<file path="config.mk">
export PLATFORM = sky130hd
export DESIGN_NAME = xadc_drp_scheduler
export DESIGN_NICKNAME = d
export VERILOG_FILES = /design/src/rtl/xadc_drp_scheduler.sv
export SDC_FILE = /design/constraint.sdc
export NUM_CORES = 1
export LEC_CHECK = 0
export ABC_AREA = 1
export CORE_ASPECT_RATIO = 1.75
export CORE_MARGIN = 2
export CORE_UTILIZATION = 49
export DETAILED_ROUTE_END_ITERATION = 12
export PLACE_DENSITY = 0.79
export SYNTH_ARGS = -nofsm -noshare
export SYNTH_HDL_FRONTEND = slang
export SYNTH_SLANG_ARGS = --single-unit
</file>
<file path="constraint.sdc">
create_clock -name clk_1MHz -period 3.44 [get_ports clk_1MHz]
set_clock_uncertainty 0.15 [all_clocks]
set_input_delay 0.688 -clock clk_1MHz [delete_from_list [all_inputs] [get_ports clk_1MHz]]
set_output_delay 0.688 -clock clk_1MHz [all_outputs]
set_load 0.05 [all_outputs]
</file>
<file path="src/rtl/xadc_drp_scheduler.sv">
// Round-robin scheduler sharing the single XADC DRP read port among N_REQ requesters.
// Holds one pending read per requester and returns each result (or a timeout) as a one-cycle strobe.
module xadc_drp_scheduler #(
    parameter int N_REQ   = 3,
    parameter int ADDR_W  = 7,
    parameter int TIMEOUT = 255,
    parameter int TO_W    = 8
) (
    input  logic                       clk_1MHz,
    input  logic                       rst_n,
    input  logic [N_REQ-1:0]           i_req_pulse,
    input  logic [N_REQ*ADDR_W-1:0]    i_req_addr,
    output logic [N_REQ-1:0]           o_rsp_valid,
    output logic [15:0]                o_rsp_data,
    output logic                       o_rsp_err,
    output logic [ADDR_W-1:0]          o_drp_daddr,
    output logic                       o_drp_den,
    input  logic                       i_drp_drdy,
    input  logic [15:0]                i_drp_do,
    output logic                       o_busy,
    output logic [$clog2(N_REQ)-1:0]   o_grant_id
);

    localparam int GW = $clog2(N_REQ);
    localparam logic [N_REQ-1:0] ONE_HOT0 = {{(N_REQ-1){1'b0}}, 1'b1};
    localparam logic [GW-1:0]    LAST_IDX = GW'(N_REQ - 1);
    localparam logic [TO_W-1:0]  TO_LAST  = TO_W'(TIMEOUT - 1);
    localparam logic [TO_W-1:0]  TO_MAX   = {TO_W{1'b1}};

    typedef enum logic [1:0] {
        S_IDLE  = 2'd0,
        S_ISSUE = 2'd1,
        S_WAIT  = 2'd2,
        S_RESP  = 2'd3
    } state_t;

    state_t              r_state;
    state_t              w_state_nxt;
    logic [N_REQ-1:0]    r_pending;
    logic [ADDR_W-1:0]   r_slot [N_REQ];
    logic [GW-1:0]       r_last_grant;
    logic [TO_W-1:0]     r_timer;

    logic [N_REQ-1:0]    w_clr;
    logic [N_REQ-1:0]    w_accept;
    logic [GW-1:0]       w_cand;
    logic [GW-1:0]       w_rr_grant;
    logic                w_rr_found;
    logic [TO_W-1:0]     w_timer_nxt;
    logic [GW-1:0]       w_last_nxt;
    logic [N_REQ-1:0]    w_valid_nxt;
    logic [15:0]         w_data_nxt;
    logic                w_err_nxt;
    logic [ADDR_W-1:0]   w_daddr_nxt;
    logic                w_den_nxt;
    logic                w_busy_nxt;
    logic [GW-1:0]       w_grant_nxt;

    // A pulse is accepted when its slot is free or is being released this very cycle.
    assign w_accept = i_req_pulse & (~r_pending | w_clr);

    // Round-robin search starting just after the last served requester, wrapping at N_REQ-1.
    always_comb begin
        w_cand     = r_last_grant;
        w_rr_grant = r_last_grant;
        w_rr_found = 1'b0;
        for (int k = 0; k < N_REQ; k++) begin
            if (w_cand == LAST_IDX) begin
                w_cand = {GW{1'b0}};
            end else begin
                w_cand = w_cand + GW'(1);
            end
            if (!w_rr_found && r_pending[w_cand]) begin
                w_rr_grant = w_cand;
                w_rr_found = 1'b1;
            end else begin
                w_rr_found = w_rr_found;
            end
        end
    end

    // Next-state and next-output logic; every output is registered from these values.
    always_comb begin
        w_state_nxt = r_state;
        w_timer_nxt = r_timer;
        w_last_nxt  = r_last_grant;
        w_valid_nxt = {N_REQ{1'b0}};
        w_data_nxt  = o_rsp_data;
        w_err_nxt   = o_rsp_err;
        w_daddr_nxt = o_drp_daddr;
        w_den_nxt   = 1'b0;
        w_grant_nxt = o_grant_id;
        w_clr       = {N_REQ{1'b0}};
        case (r_state)
            S_IDLE: begin
                if (r_pending != {N_REQ{1'b0}}) begin
                    w_state_nxt = S_ISSUE;
                    w_grant_nxt = w_rr_grant;
                    w_daddr_nxt = r_slot[w_rr_grant];
                    w_den_nxt   = 1'b1;
                end else begin
                    w_state_nxt = S_IDLE;
                end
            end
            S_ISSUE: begin
                w_state_nxt = S_WAIT;
                w_timer_nxt = {TO_W{1'b0}};
            end
            S_WAIT: begin
                if (i_drp_drdy) begin
                    w_data_nxt  = i_drp_do;
                    w_err_nxt   = 1'b0;
                    w_valid_nxt = ONE_HOT0 << o_grant_id;
                    w_state_nxt = S_RESP;
                end else if (r_timer == TO_LAST) begin
                    w_data_nxt  = 16'h0000;
                    w_err_nxt   = 1'b1;
                    w_valid_nxt = ONE_HOT0 << o_grant_id;
                    w_state_nxt = S_RESP;
                end else if (r_timer != TO_MAX) begin
                    w_timer_nxt = r_timer + TO_W'(1);
                end else begin
                    w_timer_nxt = r_timer;
                end
            end
            S_RESP: begin
                w_clr       = ONE_HOT0 << o_grant_id;
                w_last_nxt  = o_grant_id;
                w_state_nxt = S_IDLE;
            end
            default: begin
                w_state_nxt = S_IDLE;
            end
        endcase
        w_busy_nxt = (w_state_nxt != S_IDLE);
    end

    // FSM state, timer and registered outputs.
    always_ff @(posedge clk_1MHz or negedge rst_n) begin
        if (!rst_n) begin
            r_state      <= S_IDLE;
            r_timer      <= {TO_W{1'b0}};
            r_last_grant <= LAST_IDX;
            o_rsp_valid  <= {N_REQ{1'b0}};
            o_rsp_data   <= 16'h0000;
            o_rsp_err    <= 1'b0;
            o_drp_daddr  <= {ADDR_W{1'b0}};
            o_drp_den    <= 1'b0;
            o_busy       <= 1'b0;
            o_grant_id   <= LAST_IDX;
        end else begin
            r_state      <= w_state_nxt;
            r_timer      <= w_timer_nxt;
            r_last_grant <= w_last_nxt;
            o_rsp_valid  <= w_valid_nxt;
            o_rsp_data   <= w_data_nxt;
            o_rsp_err    <= w_err_nxt;
            o_drp_daddr  <= w_daddr_nxt;
            o_drp_den    <= w_den_nxt;
            o_busy       <= w_busy_nxt;
            o_grant_id   <= w_grant_nxt;
        end
    end

    // Pending bits and address slots; a set in the release cycle overrides the clear.
    always_ff @(posedge clk_1MHz or negedge rst_n) begin
        if (!rst_n) begin
            r_pending <= {N_REQ{1'b0}};
            for (int i = 0; i < N_REQ; i++) begin
                r_slot[i] <= {ADDR_W{1'b0}};
            end
        end else begin
            r_pending <= (r_pending & ~w_clr) | w_accept;
            for (int i = 0; i < N_REQ; i++) begin
                if (w_accept[i]) begin
                    r_slot[i] <= i_req_addr[i*ADDR_W +: ADDR_W];
                end
            end
        end
    end

endmodule
</file>
After elaboration in Yosys (flattened, before gate mapping)

Index checks and enable logic that the tools add are counted.

Bits in registers: 67
Latch bits: 0
Memory bits (writable): 0
Bits in read-only memories: 0
Input port bits: 43
Output and inout bits: 31
Memories: 0

$add $sub $neg: 4
$mul: 0
Divide/modulo/power cells: 0
Order comparisons: 4
Equality and inequality tests: 11
Shift operators: 1
Muxes and demuxes: 35
Bitwise logic cells: 7
Reduce and logical (&&, ||, !) cells: 12

Operator list:

| operator              | number |
|---|---|
| $mux W16              | 2 |
| $mux W8               | 3 |
| $mux W2               | 8 |
| $pmux W8 S2           | 1 |
| $bmux W7 S2           | 1 |
| $mux W7               | 2 |
| $mux W3               | 4 |
| $eq A2 B2 Y1 const B  | 5 |
| $mux W1               | 10 |
| $lt A2 B3 Y1 const B  | 3 |
| $add A8 B1 Y8 const B | 1 |
| $eq A8 B8 Y1 const B  | 1 |
| $ne A8 B8 Y1 const B  | 1 |
| $pmux W2 S4           | 1 |
| $add A2 B1 Y2 const B | 3 |
| $and A3 B3 Y3         | 2 |
| $bmux W1 S2           | 3 |
| $ne A2 B2 Y1 const B  | 3 |
| $not A3 Y3            | 2 |
| $or A3 B3 Y3          | 2 |
| $reduce_bool A2 Y1    | 3 |
| $reduce_and A2 Y1     | 2 |
| $reduce_and A4 Y1     | 1 |
| $ge A3 B3 Y1 const B  | 1 |
| other kinds (7)       | 9 |

Depth between registers and ports, before layout

Word-level depth: 15
Gate-level depth with buffers: 12

Worst setup path before layout

Ideal clock, no wire load.

Path kind: reg-to-reg
Start: register o_grant_id[1]
End: register r_slot[10] (netlist name)
Setup time: 125 ps
Arrival: 1492 ps
Required time: 3165 ps
Setup slack: 1673 ps
Cell stages (with the launch flop): 6
Path buffers: 0
Clock period less this slack: 1767 ps
Path through: dfstp_2 > inv_1 > nand2_1 > o21ai_1 > nand2_1 > mux2_2

Word-level cells in the longest chain between the ends: 4

Ends and longest elaborated chain:

| element                         | line | RTL |
|---|---|---|
| from (decl)                     | 21   | `output logic [$clog2(N_REQ)-1:0] o_grant_id` |
| from (signal assigned)          | 161  | `o_grant_id <= w_grant_nxt;` |
| $shl A1 B2 Y3                   | 127  | `w_clr = ONE_HOT0 << o_grant_id;` |
| $mux W3                         | 94   | `case (r_state)` |
| $or A3 B3 Y3                    | 60   | `assign w_accept = i_req_pulse & (~r_pending \| w_clr);` |
| $and A3 B3 Y3                   | 60   |  |
| to (signal, indexed assignment) | 170  | `r_slot[i] <= {ADDR_W{1'b0}};` |
| to (signal, indexed assignment) | 176  | `r_slot[i] <= i_req_addr[i*ADDR_W +: ADDR_W];` |
| to (decl)                       | 40   | `logic [ADDR_W-1:0] r_slot [N_REQ];` |

No other way between the ends.
A chain may end at the register's enable or synchronous reset.

Worst setup path in the final report

Start: register o_grant_id[1]
End: output o_grant_id[1]

No word-level cell between the ends.

==> key figures <==
Global routing
  • Pin count of the biggest net entering global routing: 36
  • Met3 Usage GRT: 5.93%
  • Initial antenna violation count: 0
  • First-pass GRT wire length: 11,400 um
  • Gr usage total: 21.7%
  • Overflow after GRT: 0
  • Vias in the first global route: 2,504
  • Met1 usage in global routing: 24.6%
  • Most crowded layer after global routing: met2
  • Met2 GRT Util: 37.5%

Yosys
  • Mapped Nets: 346
  • Synthesized-area fraction occupied by adder cells: 0.822%
  • Synth top area share: 53.5%
  • Portion of netlist area occupied by mux cells: 4.81%
  • Post-Synth Simple-Gate Area: 19.9%
  • Share of synthesized area occupied by flip-flops and latches: 55.2%
  • Mapped Area: 3040 um^2
  • Synthesized flop and latch total: 67
  • Compound-gate portion of the synthesized area: 13.2%
  • Synth Area in XOR/XNOR: 0.288%
  • Post-synth cell types: 37
  • Post-Syn Instances: 301
  • Warnings, synthesis: 0
  • Post-Syn Area per Cell: 10.1 um^2
  • Synth top area cells: dfrtp_1 (53%), nand2_1 (5.3%), a22o_1 (4.6%), mux2_2 (4.1%), inv_1 (3.8%)
  • Combinational family with the most area after synthesis: simple AND/OR/NAND/NOR gates
  • Leading area contributor after synthesis: dfrtp_1

STA
  • Slew headroom: 47.7%
  • Setup TNS: 0 ps
  • Fin. Hold Viols: 0
  • Max Clock Freq: 391 MHz
  • Ratio of final minimum period to clock period: 74.3%
  • Worst Max-Slew Pin Slew: 785 ps
  • Unrepaired setup endpoints after global routing: no
  • Min Clock Period, post-route: 2560 ps
  • Fin. max-slew vios: 0
  • Count of final setup violators: 0

Power and ir drop
  • Cell Pwr Density: 996 nW/um^2
  • P_leak: 1.90 nW
  • Worst vdd ir: 0.000786 V

Clock tree
  • Postcts setup bufs: 0
  • CTS tree: done
  • Worst skew pair latency: 350 ps
  • CTS Hold Buffers Added: 0
  • Clock Root Buffer: clkbuf_8
  • Clock sinks: 67
  • Reg clk slew, reported paths: 70 ps
  • Cts repair resizes: 0
  • CTS Buf Count: 9
  • CTS max path bufs: 2
  • # H-tree levels: 3

Floorplan
  • Io pins: 74
  • Core area: 6090 um^2
  • Die height: 108 um
  • DIE WIDTH: 63.6 um
  • Initial Util: 50.0%
  • Rows: 38
  • Die area: 6880 um^2

Placed design
  • Routability cong.: 0.811
  • Cell Count Post-Placement: 450
  • DP Area: 3860 um^2
  • Port buffer count: 73
  • Post-DP HPWL: 4960 um

Setup path
  • Setup crit end kind: output port
  • Worst Path Class, Setup: flip-flop to output port
  • Worst Path Arrival: 1720 ps
  • Cell family with most CP delay: buffers and inverters
  • CP Cell Sequence: clkdlybuf4s50_1
  • CP required: 2600 ps
  • Flop-to-flop setup slack: 1460 ps
  • CP startpoint kind: flip-flop
  • Worst r2r dst: r_timer[6]
  • Worst Path Max Fanout: 3
  • WP buf/inv: 1
  • Worst R2R Start: r_timer[0]
  • R2r worst-path depth: 12
  • Crit-path slowest cell: clkdlybuf4s50_1
  • Worst path max stage delay: 810 ps

Finish
  • Layout cells sized above 1: 15.5%
  • Cell area after layout: 4080 um^2
  • Area grow syn2layout: 34.1%
  • Final core occ: 67.0%
  • NumNets Final: 426
  • Antenna Cells: 0
  • Most common cell after layout, fill and taps aside: clkdlybuf4s50_1
  • Commonest non-fill, non-tap cells in the layout: clkdlybuf4s50_1 (72), dfrtp_1 (65), nand2_1 (43)
  • Post-Layout Cell Count: 466

Detailed routing
  • Vias per inst: 5.21
  • DRT Pass-1 Iters: 4
  • Remaining DRCs: 0
  • Detail Route Antenna Nets: 0
  • Post-Route WL: 6760 um
  • Wire length per cell: 14.5 um
  • 1st-iter DRT viols: 147
  • Vias: 2,428

Status
  • Outcome: completed

Flow run
  • Max-cap violations: 0

Hold path
  • Min-Delay Path Class: input pin to asynchronous set/reset pin
where the power goes:
part           switching (mW)  internal [mW]  total, mW
logic                    1.30          0.721       2.02
clock network           0.306          0.409      0.715
registers               0.206           1.12       1.33
total                    1.81           2.25       4.06
worst max path at each step:
stage,from,cells after the start,to,slack [ps]
CTS,o_grant_id[1],1,o_grant_id[1],880
floorplan,o_grant_id[1],5,r_slot[10],1670
detailed placement,i_drp_drdy,11,r_timer[6],1010
finish,o_grant_id[1],1,o_grant_id[1],880
global route,o_grant_id[1],1,o_grant_id[1],860
global placement,i_drp_drdy,11,r_timer[6],1070
per-layer routing:
metal | routed length (um) | share of wire [%]
met1 | 2540 | 38
met3 | 320 | 4.7
met5 | 0 | 0
met4 | 183 | 2.7
met2 | 3710 | 55
flip-flops by register name, indices dropped and copies added, names as in the netlist:
name	count
r_slot	21
o_rsp_err	1
r_state	2
o_rsp_valid	3
o_grant_id	2
o_drp_den	1
o_drp_daddr	7
r_last_grant	2
r_timer	8
r_pending	3
o_rsp_data	16
o_busy	1
area by class of cell:
cell class / count / area, um^2
Tap cell: 80 / 100
Timing Repair Buffer: 75 / 753
Fill cell: 510 / 2010
Inverter: 38 / 143
Sequential cell: 67 / 1680
Clock inverter: 6 / 90.1
Clock buffer: 10 / 128
Multi-Input combinational cell: 190 / 1190
metrics by stage:
stage          power [mW]  setup slack [ps]  hold slack, ps
3_3_place_gp         3.31              1070             326
2_1_floorplan        2.75              1670             242
4_1_cts              4.09               885             267
6_report             4.06               883             264
5_1_grt              4.31               863             310
3_5_place_dp         3.35              1010             331
synthesized netlist by cell type, drive strengths merged:
cell     n
clkinv   2
a22o    16
clkbuf   1
nand3b   1
nor3b    1
nand3   17
ha       2
mux2    13
nor3     2
nand2   52
nor2    31
xor2     1
o21ai   21
o211ai   1
a21oi   23
buf      5
nand4    6
and2     1
a31oi    1
inv     36
dfstp    2
dfrtp   65
a311oi   1
logic make-up (layout without fill, tap and decap cells):
| group | after synthesis | in the layout |
|---|---|---|
| XOR/XNOR | 1 | 1 |
| adder cells (fa/ha/maj) | 2 | 2 |
| multiplexers | 13 | 13 |
| AND/OR/NAND/NOR | 111 | 111 |
| buffers and inverters | 44 | 129 |
| flip-flops | 67 | 67 |
| AO/OA/AOI/OAI | 63 | 63 |
Note: power is estimated with default switching activity, not from simulation.
